==> src/rtl/imem_loader_pkg.sv <==
// Shared types and constants for the instruction-memory loader.
// Optional feature macro: IMEM_LOADER_CHECKSUM_EN (adds the CHECK state).
package imem_loader_pkg;

  // Width of the little-endian word-count field that opens a session
  localparam int unsigned LEN_W = 16;

  typedef enum logic [2:0] {
    IDLE,
    LEN_LO,
    LEN_HI,
    DATA,
`ifdef IMEM_LOADER_CHECKSUM_EN
    CHECK,
`endif
    FINISH
  } state_t;

endpackage

==> src/rtl/imem_loader_byte_word_assembler.sv <==
// Packs a byte stream little-endian into WIDTH-bit words and flags the
// byte that completes each word; the completed word is presented
// combinationally alongside that final byte.
module byte_word_assembler #(
  parameter int unsigned WIDTH = 32
) (
  input  logic             clk,
  input  logic             reset,
  input  logic             clear,
  input  logic             byte_valid,
  input  logic [7:0]       byte_data,
  output logic             word_complete,
  output logic [WIDTH-1:0] word
);

  localparam int unsigned BYTES = WIDTH / 8;
  localparam int unsigned CNT_W = (BYTES > 1) ? $clog2(BYTES) : 1;
  localparam logic [CNT_W-1:0] LAST = CNT_W'(BYTES - 1);

  logic [CNT_W-1:0]   cnt_q;
  logic [WIDTH-9:0]   shreg_q;

  // Newest byte lands on top, so after a full word the first byte sits in bits 7:0
  assign word          = {byte_data, shreg_q};
  assign word_complete = byte_valid && (cnt_q == LAST);

  // Byte counter and shift register advance only on accepted bytes
  always_ff @(posedge clk) begin
    if (reset || clear) begin
      cnt_q   <= '0;
      shreg_q <= '0;
    end else if (byte_valid) begin
      shreg_q <= word[WIDTH-1:8];
      cnt_q   <= (cnt_q == LAST) ? '0 : cnt_q + 1'b1;
    end
  end

endmodule

==> src/rtl/imem_loader.sv <==
// Serial program loader: receives a word count and program bytes, writes
// assembled words into instruction memory and holds the CPU meanwhile.
// Optional feature macro: IMEM_LOADER_CHECKSUM_EN (trailing XOR checksum byte).
module imem_loader
  import imem_loader_pkg::*;
#(
  parameter int unsigned WIDTH = 32,
  parameter int unsigned DEPTH = 1024
) (
  input  logic             clk,
  input  logic             reset,
  input  logic             start,
  input  logic [7:0]       in_data,
  input  logic             in_valid,
  output logic             in_ready,
  output logic             wr_en,
  output logic [WIDTH-1:0] wr_addr,
  output logic [WIDTH-1:0] wr_data,
  output logic             cpu_hold,
  output logic             done,
  output logic             error
);

  state_t           state_q, state_d;
  logic [7:0]       len_lo_q;
  logic [LEN_W-1:0] len_q;
  logic [LEN_W-1:0] len_full;
  logic [LEN_W-1:0] word_idx_q;
  logic             last_word;
  logic             over_depth;

  logic             go_start, cap_lo, cap_hi, data_acc, finish, abort;
  logic             word_complete;
  logic [WIDTH-1:0] word;

`ifdef IMEM_LOADER_CHECKSUM_EN
  logic [7:0]       csum_q;
`endif

  assign len_full   = {in_data, len_lo_q};
  assign over_depth = 32'(len_full) > 32'(DEPTH);
  assign last_word  = (word_idx_q == len_q - 1'b1);

  byte_word_assembler #(.WIDTH(WIDTH)) u_asm (
    .clk          (clk),
    .reset        (reset),
    .clear        (go_start),
    .byte_valid   (data_acc),
    .byte_data    (in_data),
    .word_complete(word_complete),
    .word         (word)
  );

  // State register
  always_ff @(posedge clk) begin
    if (reset) state_q <= IDLE;
    else       state_q <= state_d;
  end

  // Next-state decode, handshake and datapath control strobes
  always_comb begin
    state_d  = state_q;
    in_ready = 1'b0;
    go_start = 1'b0;
    cap_lo   = 1'b0;
    cap_hi   = 1'b0;
    data_acc = 1'b0;
    finish   = 1'b0;
    abort    = 1'b0;
    case (state_q)
      IDLE: begin
        if (start) begin
          go_start = 1'b1;
          state_d  = LEN_LO;
        end
      end
      LEN_LO: begin
        in_ready = 1'b1;
        if (in_valid) begin
          cap_lo  = 1'b1;
          state_d = LEN_HI;
        end
      end
      LEN_HI: begin
        in_ready = 1'b1;
        if (in_valid) begin
          cap_hi = 1'b1;
          if (len_full == '0) begin
            state_d = FINISH;
          end else if (over_depth) begin
            abort   = 1'b1;
            state_d = IDLE;
          end else begin
            state_d = DATA;
          end
        end
      end
      DATA: begin
        in_ready = 1'b1;
        if (in_valid) begin
          data_acc = 1'b1;
          if (word_complete && last_word) begin
`ifdef IMEM_LOADER_CHECKSUM_EN
            state_d = CHECK;
`else
            state_d = FINISH;
`endif
          end
        end
      end
`ifdef IMEM_LOADER_CHECKSUM_EN
      CHECK: begin
        in_ready = 1'b1;
        if (in_valid) begin
          if (in_data == csum_q) begin
            state_d = FINISH;
          end else begin
            abort   = 1'b1;
            state_d = IDLE;
          end
        end
      end
`endif
      FINISH: begin
        finish  = 1'b1;
        state_d = IDLE;
      end
      default: state_d = IDLE;
    endcase
  end

  // Session registers, write port and status flags
  always_ff @(posedge clk) begin
    if (reset) begin
      len_lo_q   <= '0;
      len_q      <= '0;
      word_idx_q <= '0;
      wr_en      <= 1'b0;
      wr_addr    <= '0;
      wr_data    <= '0;
      cpu_hold   <= 1'b0;
      done       <= 1'b0;
      error      <= 1'b0;
`ifdef IMEM_LOADER_CHECKSUM_EN
      csum_q     <= '0;
`endif
    end else begin
      wr_en <= 1'b0;
      if (go_start) begin
        done       <= 1'b0;
        error      <= 1'b0;
        cpu_hold   <= 1'b1;
        word_idx_q <= '0;
`ifdef IMEM_LOADER_CHECKSUM_EN
        csum_q     <= '0;
`endif
      end
      if (cap_lo) len_lo_q <= in_data;
      if (cap_hi) len_q    <= len_full;
      if (data_acc) begin
`ifdef IMEM_LOADER_CHECKSUM_EN
        csum_q <= csum_q ^ in_data;
`endif
        if (word_complete) begin
          wr_en      <= 1'b1;
          wr_data    <= word;
          wr_addr    <= WIDTH'({word_idx_q, 2'b00});
          word_idx_q <= word_idx_q + 1'b1;
        end
      end
      if (finish) begin
        done     <= 1'b1;
        cpu_hold <= 1'b0;
      end
      if (abort) begin
        error    <= 1'b1;
        cpu_hold <= 1'b0;
      end
    end
  end

endmodule

==> config.mk <==
export PLATFORM = sky130hd
export DESIGN_NAME = imem_loader
export DESIGN_NICKNAME = d
export VERILOG_FILES = /design/src/rtl/imem_loader_pkg.sv /design/src/rtl/imem_loader_byte_word_assembler.sv /design/src/rtl/imem_loader.sv
export SDC_FILE = /design/constraint.sdc
export NUM_CORES = 1
export LEC_CHECK = 0
export ABC_AREA = 1
export CAP_MARGIN = 20
export CORE_ASPECT_RATIO = 0.6
export CORE_MARGIN = 2
export CORE_UTILIZATION = 55
export CTS_BUF_LIST = sky130_fd_sc_hd__clkbuf_16
export DETAILED_ROUTE_END_ITERATION = 7
export GPL_ROUTABILITY_DRIVEN = 1
export GPL_TIMING_DRIVEN = 0
export PLACE_DENSITY = 0.8
export SYNTH_ARGS = -nofsm -noshare
export SYNTH_HDL_FRONTEND = slang
export SYNTH_HIERARCHICAL = 1
export SYNTH_SLANG_ARGS = --single-unit
==> constraint.sdc <==
create_clock -name clk -period 2.4 [get_ports clk]
set_input_delay 0.6 -clock clk [delete_from_list [all_inputs] [get_ports clk]]
set_output_delay 0.6 -clock clk [all_outputs]
set_load 0.02 [all_outputs]
======== Yosys cells after proc, flatten, opt, wreduce, memory -nomap -nowiden ========
Index checks and enable logic that the tools add are counted.
operators by class
  add/sub/neg operators ................... 3
  order comparisons ....................... 1
  eq/ne operators ......................... 11
  mux-type cells .......................... 28
  bitwise logic cells ..................... 1
  reductions and logical operators ........ 12
operator list
  operator                 number
  $mux W16                 3
  $mux W3                  6
  $add A16 B1 Y16 const B  1
  $eq A16 B16 Y1           1
  $gt A16 B11 Y1 const B   1
  $logic_not A16 Y1        1
  $mux W1                  16
  $sub A16 B1 Y16 const B  1
  $pmux W3 S4              1
  $ne A2 B2 Y1 const B     5
  $eq A3 B2 Y1 const B     2
  $reduce_or A3 Y1         2
  $reduce_and A5 Y1        1
  $mux W2                  2
  $reduce_bool A2 Y1       2
  $eq A3 B1 Y1 const B     1
  $eq A3 B3 Y1 const B     1
  $logic_not A3 Y1         1
  $add A2 B1 Y2 const B    1
  $eq A2 B2 Y1 const B     1
  $logic_and A1 B1 Y1      2
  $reduce_and A2 Y1        1
  $reduce_or A2 Y1         1
  $logic_or A1 B1 Y1       1
  $not A1 Y1               1
storage, ports and cells
  register bits ........................... 121
  input port bits ......................... 12
  output and inout port bits .............. 69
  logic and storage cells ................. 68

======== Depth between registers and ports, before layout ========
  word-level depth ........................ 7
  depth in mapped cells ................... 20
  gate-level depth less buffers ........... 18

======== Hierarchy ========
The synthesis kept the hierarchy.
by module, submodules not included
  module               instances  cells an instance  area each (µm²)  sequential area each (µm²)
  imem_loader          1          634                4556.9           1901.8
  byte_word_assembler  1          176                1173.6           520.5

======== Worst setup path before layout ========
Ideal clock, no wire load.
  kind .................................... input port to flip-flop
  from .................................... input port in_valid
  to ...................................... register state_q[1]
  setup time .............................. 0.115 ns
  arrival ................................. 1.950 ns
  setup slack ............................. 0.335 ns
  cell stages on the path ................. 17
  cells stage by stage .................... nand3_1 -> inv_2 -> buf_4 -> buf_4 -> nand2_1 -> inv_1 -> nand2_1 -> nor2_1 -> nand2_1 -> nor2_1 -> nand3_1 -> nor2_1 -> nand2_1 -> nor2_2 -> nand2_2 -> a21oi_1 -> nor2_1
on the way
  cells in the longest elaborated chain, start to end .. 6
RTL lines
  item                                RTL line                               text
  start: declaration                  imem_loader.sv:14                      input logic in_valid,
  $mux W1                             imem_loader.sv:100                     if (in_valid) begin
  $mux W1                             imem_loader.sv:70                      case (state_q)
  via data_acc                        imem_loader.sv:32                      logic go_start, cap_lo, cap_hi, data_acc, finish, abort;
  $logic_and A1 B1 Y1                 imem_loader_byte_word_assembler.sv:25  assign word_complete = byte_valid && (cnt_q == LAST);
  via word_complete                   imem_loader.sv:33                      logic word_complete;
  $logic_and A1 B1 Y1                 imem_loader.sv:102                     if (word_complete && last_word) begin
  $ne A2 B2 Y1 (no source line)       n/a
  $reduce_and A5 Y1 (no source line)  n/a
  end signal: assignment              imem_loader.sv:57                      else state_q <= state_d;
  end: declaration                    imem_loader.sv:24                      state_t state_q, state_d;
The timed path passes the listed nets, and every way through them passes these cells.
A chain may end at the register's enable or synchronous reset.

======== Final worst setup path ========
Same ends and word-level chain as after synthesis.

==> impl_summary.txt <==
----------------------------------------------------
[Power]
  Standby leakage power ... 0.003204 uW
  Fraction of power spent switching nets ... 0.3223
  Net switching power ... around 2100 uW
  Power share of the sequential group ... 0.346
  Clock Power Share ... 0.408
  Combinational share of power ... 0.246
  VDD IR-drop max ... 0.0007040 V
  Internal ... 4458 uW
  P per Cell Area ... 906.8 nW/um^2

[Synthesis]
  Share of synthesized cell area in and, or, nand and nor gates ... 0.3452
  Cell area after synthesis ... around 5700 sq um
  Share of the synthesized netlist area taken by xor and xnor gates ... 0.01834
  Post-synthesis sequential element count ... between 100 and 150
  Share of synthesized area spent on multiplexers ... 0
  Area share of fa/ha/maj cells after synthesis ... 0.006550
  Synth Area per Inst ... 7.075 sq um
  Synth Area in Compound Gates ... 0.08690
  Part of the Yosys area used for sequential elements ... 0.4227
  Largest family of logic cells by synthesized area ... simple AND/OR/NAND/NOR gates
  Asr flop ratio synth ... 0
  Instance count of the mapped netlist ... 810
  Number of enable flip-flop cells after synthesis ... 0
  Synth Warn # ... 6
  Post-synthesis cell type count ... 45
  Top flip-flop cell by instance count after synthesis ... sky130_fd_sc_hd__dfxtp_1

[Routing]
  Final routed wire length divided by cell count ... between 15 and 20 microns
  Starting DRC count in detailed routing ... around 580
  Final routed wirelength across all metal layers ... ~16000 microns
  Antenna viol nets, final ... 0
  Post-route DRC violation count ... 0
  Via density per instance ... roughly 5.3
  Number of vias in the routed layout ... between 5000 and 6000
  First-pass iteration count of the detailed router ... 5

[Final layout]
  Final core utilization ... 0.7266
  Layout overhead on the synthesized area ... 26.59%
  Layout cell share with drive strength beyond 1 ... 0.1430
  Filler-free cell count of the finished design ... 1058
  Number of nets in the final layout ... ~930
  Most frequent cells in the layout ... sky130_fd_sc_hd__nand2_1, sky130_fd_sc_hd__nor2_1, sky130_fd_sc_hd__dfxtp_1, sky130_fd_sc_hd__inv_1, sky130_fd_sc_hd__clkdlybuf4s50_1
  Most common library cell in the layout ignoring fill and taps ... sky130_fd_sc_hd__nand2_1
  Number of antenna cells inserted ... 0

[STA]
  Slew Limit Headroom ... 0.5200
  Number of pins exceeding their max-slew limit in the final report ... 0
  Final Hold Violating Endpoints ... 0
  Time the final worst path needs with I/O delays and setup ... around 2300 ps
  Share of the clock period used by the worst path after layout ... 0.9685
  Post-Route Skew ... 10.26 ps
  Slew of the pin with the lowest slew margin ... ~720 ps
  Setup-violating endpoint count in the final report ... 0
  Worst Setup Slack, final ... between 70 and 80 ps
  Final Hold Slack ... 455.0 ps
  Fmax achieved ... between 0.4 and 0.5 GHz

[Clock tree]
  Max clock buf depth ... 2
  Number of clock buffers inserted by TritonCTS ... 17
  Clock latency at the later pin of the worst-skew pair ... approximately 410 ps
  H-tree depth reported by CTS ... 4
  CTS tree ... built
  Clock-pin transition on the worst setup and hold timing paths ... ~60 ps
  Cell at the root of the clock tree ... sky130_fd_sc_hd__clkbuf_16
  Count of clock tree sinks ... about 120

[Worst setup path]
  Buffers plus inverters on the worst setup path ... 4
  Slowest cell delay on critical path ... 490 ps
  Critical path class ... in -> reg
  Crit. Startpoint ... in_valid
  CP Launch Type ... primary input
  Cell type with the highest occurrence count on the critical path ... sky130_fd_sc_hd__nand2_1
  Highest-delay cell along the critical path ... sky130_fd_sc_hd__clkdlybuf4s50_1
  Critical path data arrival time ... about 2600 ps
  Launch instance of the worst register-to-register path ... state_q[0]$_SDFFE_PP0P_
  Endpoint kind of the worst setup timing path ... register
  Kind of cell adding the most delay to the critical path ... simple AND/OR/NAND/NOR gates
  Critical Path, Cell by Cell ... clkdlybuf4s50_1 -> nand3_1 -> inv_2 -> buf_12 -> nand2_1 -> inv_2 -> nand2_1 -> nor2_1 -> nand2_1 -> nor2_1 -> nand3_1 -> nor2_2 -> nand2_1 -> nor2_2 -> nand2_2 -> a21oi_2 -> nor2_1
  Register-to-Register Path Depth ... 18
  Crit path depth ... 17
  Largest fanout on the critical path ... 4
  Data required time at the worst endpoint ... around 2700 ps

[Run]
  Number of violations of the max-capacitance limit ... 0

[Place]
  Half-perimeter wire length after detailed placement ... around 12000 microns
  Cell count after placement ... about 1000
  Number of port buffers ... 64
  Minimum setup slack after placement ... -538.0 ps
  Routability congestion estimate from global placement ... between 0.8 and 0.9

[GRT]
  Global-route wire length before repair ... approximately 25000 microns
  GRT overflow ... 0
  Via count of the first global-routing pass ... a little over 5000
  Largest net degree at the start of global routing ... 18
  Total Routing Usage GR ... 0.2891
  Number of antenna violations at the first check in global routing ... 0

[Floorplanning]
  Core footprint ... approximately 10000 sq um
  Vert. Die Dim ... 83.07 microns
  Area of the die ... roughly 11000 sq um
  Initial Util ... 0.5739
  Count of boundary I/O pins ... 81
  Placement Rows ... 28
  Chip width ... approximately 140 microns

[Outcome]
  Status ... finished, final reports clean

[Worst hold path]
  Worst hold start ... u_asm/shreg_q[2]$_SDFFE_PP0P_
  Kind of path behind the tightest hold check ... reg -> reg
  Number of cells on the worst hold path ... 2

----------------------------------------------------
==> Yosys cell counts (2+ instances only) <==
| library cell | n | area share |
|---|---|---|
| sky130_fd_sc_hd__xor2_1 | 9 | 0.014 |
| sky130_fd_sc_hd__nand2_2 | 9 | 0.0098 |
| sky130_fd_sc_hd__inv_2 | 12 | 0.0079 |
| sky130_fd_sc_hd__a211oi_1 | 2 | 0.0026 |
| sky130_fd_sc_hd__buf_2 | 7 | 0.0061 |
| sky130_fd_sc_hd__nor3_1 | 3 | 0.0026 |
| sky130_fd_sc_hd__dfxtp_1 | 121 | 0.42 |
| sky130_fd_sc_hd__inv_1 | 68 | 0.045 |
| sky130_fd_sc_hd__ha_1 | 3 | 0.0066 |
| sky130_fd_sc_hd__nand3_2 | 2 | 0.0035 |
| sky130_fd_sc_hd__nor2_4 | 9 | 0.018 |
| sky130_fd_sc_hd__nor2_1 | 128 | 0.084 |
| sky130_fd_sc_hd__a221oi_2 | 2 | 0.0052 |
| sky130_fd_sc_hd__a211oi_2 | 2 | 0.0044 |
| sky130_fd_sc_hd__nand2_4 | 2 | 0.0039 |
| sky130_fd_sc_hd__nor3_2 | 2 | 0.0035 |
| sky130_fd_sc_hd__buf_6 | 5 | 0.0098 |
| sky130_fd_sc_hd__nor2_2 | 8 | 0.0087 |
| sky130_fd_sc_hd__nand3b_1 | 4 | 0.0052 |
| sky130_fd_sc_hd__o21ai_1 | 2 | 0.0017 |
| sky130_fd_sc_hd__nand4_1 | 2 | 0.0022 |
| sky130_fd_sc_hd__xnor2_1 | 3 | 0.0046 |
| sky130_fd_sc_hd__o21ai_0 | 43 | 0.038 |
| sky130_fd_sc_hd__clkbuf_1 | 11 | 0.0072 |
| sky130_fd_sc_hd__nand2_1 | 217 | 0.14 |
| sky130_fd_sc_hd__nand3_1 | 62 | 0.054 |
| sky130_fd_sc_hd__a21oi_1 | 24 | 0.021 |
| sky130_fd_sc_hd__a31oi_1 | 2 | 0.0022 |
| sky130_fd_sc_hd__buf_4 | 30 | 0.039 |
==> cell type report <==
cell class              count  area [sq um]
plain buffers              54         381.6
clock buffers              17         425.4
clock inverters            15         198.9
fillers                   785          2730
inverters                  81         309.0
multi-input cells         568          2685
flip-flops and latches    121          2422
well taps                 135         168.9
repair buffers             67         663.1
==> final timing paths <==
kind	endpoint	slack, ps
max	state_q[1]$_SDFFE_PP0P_	80
min reg2reg	wr_data[2]$_SDFFE_PP0P_	450
min	wr_data[2]$_SDFFE_PP0P_	450
max reg2reg	state_q[1]$_SDFFE_PP0P_	160
==> worst register-to-register path: cells and delay by family, from the launching register on <==
family	cells	cell delay [ps]
compound gates	1	130
simple gates	13	1270
buf+inv	4	340
flops	1	390
==> what timing repair did <==
action,in CTS,in global routing
hold buffers,0,0
resized for setup,1,5
setup endpoints to repair,3,3
buffers inserted,0,3
pin swaps,0,2
==> flip-flops by register name (all words and copies together), names as in the netlist <==
name / cells
u_asm/cnt_q: 2
state_q: 3
len_q: 16
done: 1
cpu_hold: 1
u_asm/shreg_q: 24
wr_addr: 16
wr_data: 32
error: 1
word_idx_q: 16
wr_en: 1
len_lo_q: 8
==> cells by family after synthesis <==
family,Yosys count
compound gates,85
xor+xnor,12
fa+ha+maj,3
buf+inv,136
flops,121
other cells,1
simple gates,452
==> per-layer routing <==
layer / vias to the layer above / routed length, microns / global-route usage
met1: 2603 / 7313 / 0.4110
met4: 0 / 159 / 0.07860
li1: 2705 / - / -
met3: 23 / 1741 / 0.07631
met2: 275 / 6840 / 0.4334
met5: - / 0 / 0
==> stage by stage <==
stage	setup TNS, ps	instance area, sq um	total power [uW]
floorplan	0	5787	3484
detailed placement	-14660	6596	3861
CTS	0	7217	6540
global route	-70.93	7254	6888
finish	0	7254	6578
global placement	-12250	6596	3817
==> power groups by stage <==
| stage | Sequential (uW) | Clock (uW) | Combinational (uW) |
|---|---|---|---|
| after floorplan | 2280 | 0 | 1210 |
| after global placement | 2300 | 0 | 1520 |
| after detailed placement | 2310 | 0 | 1550 |
| after CTS | 2270 | 2700 | 1570 |
| after global routing | 2290 | 2790 | 1810 |
| final | 2280 | 2680 | 1620 |
No activity file was read; power rests on OpenSTA's default activity.
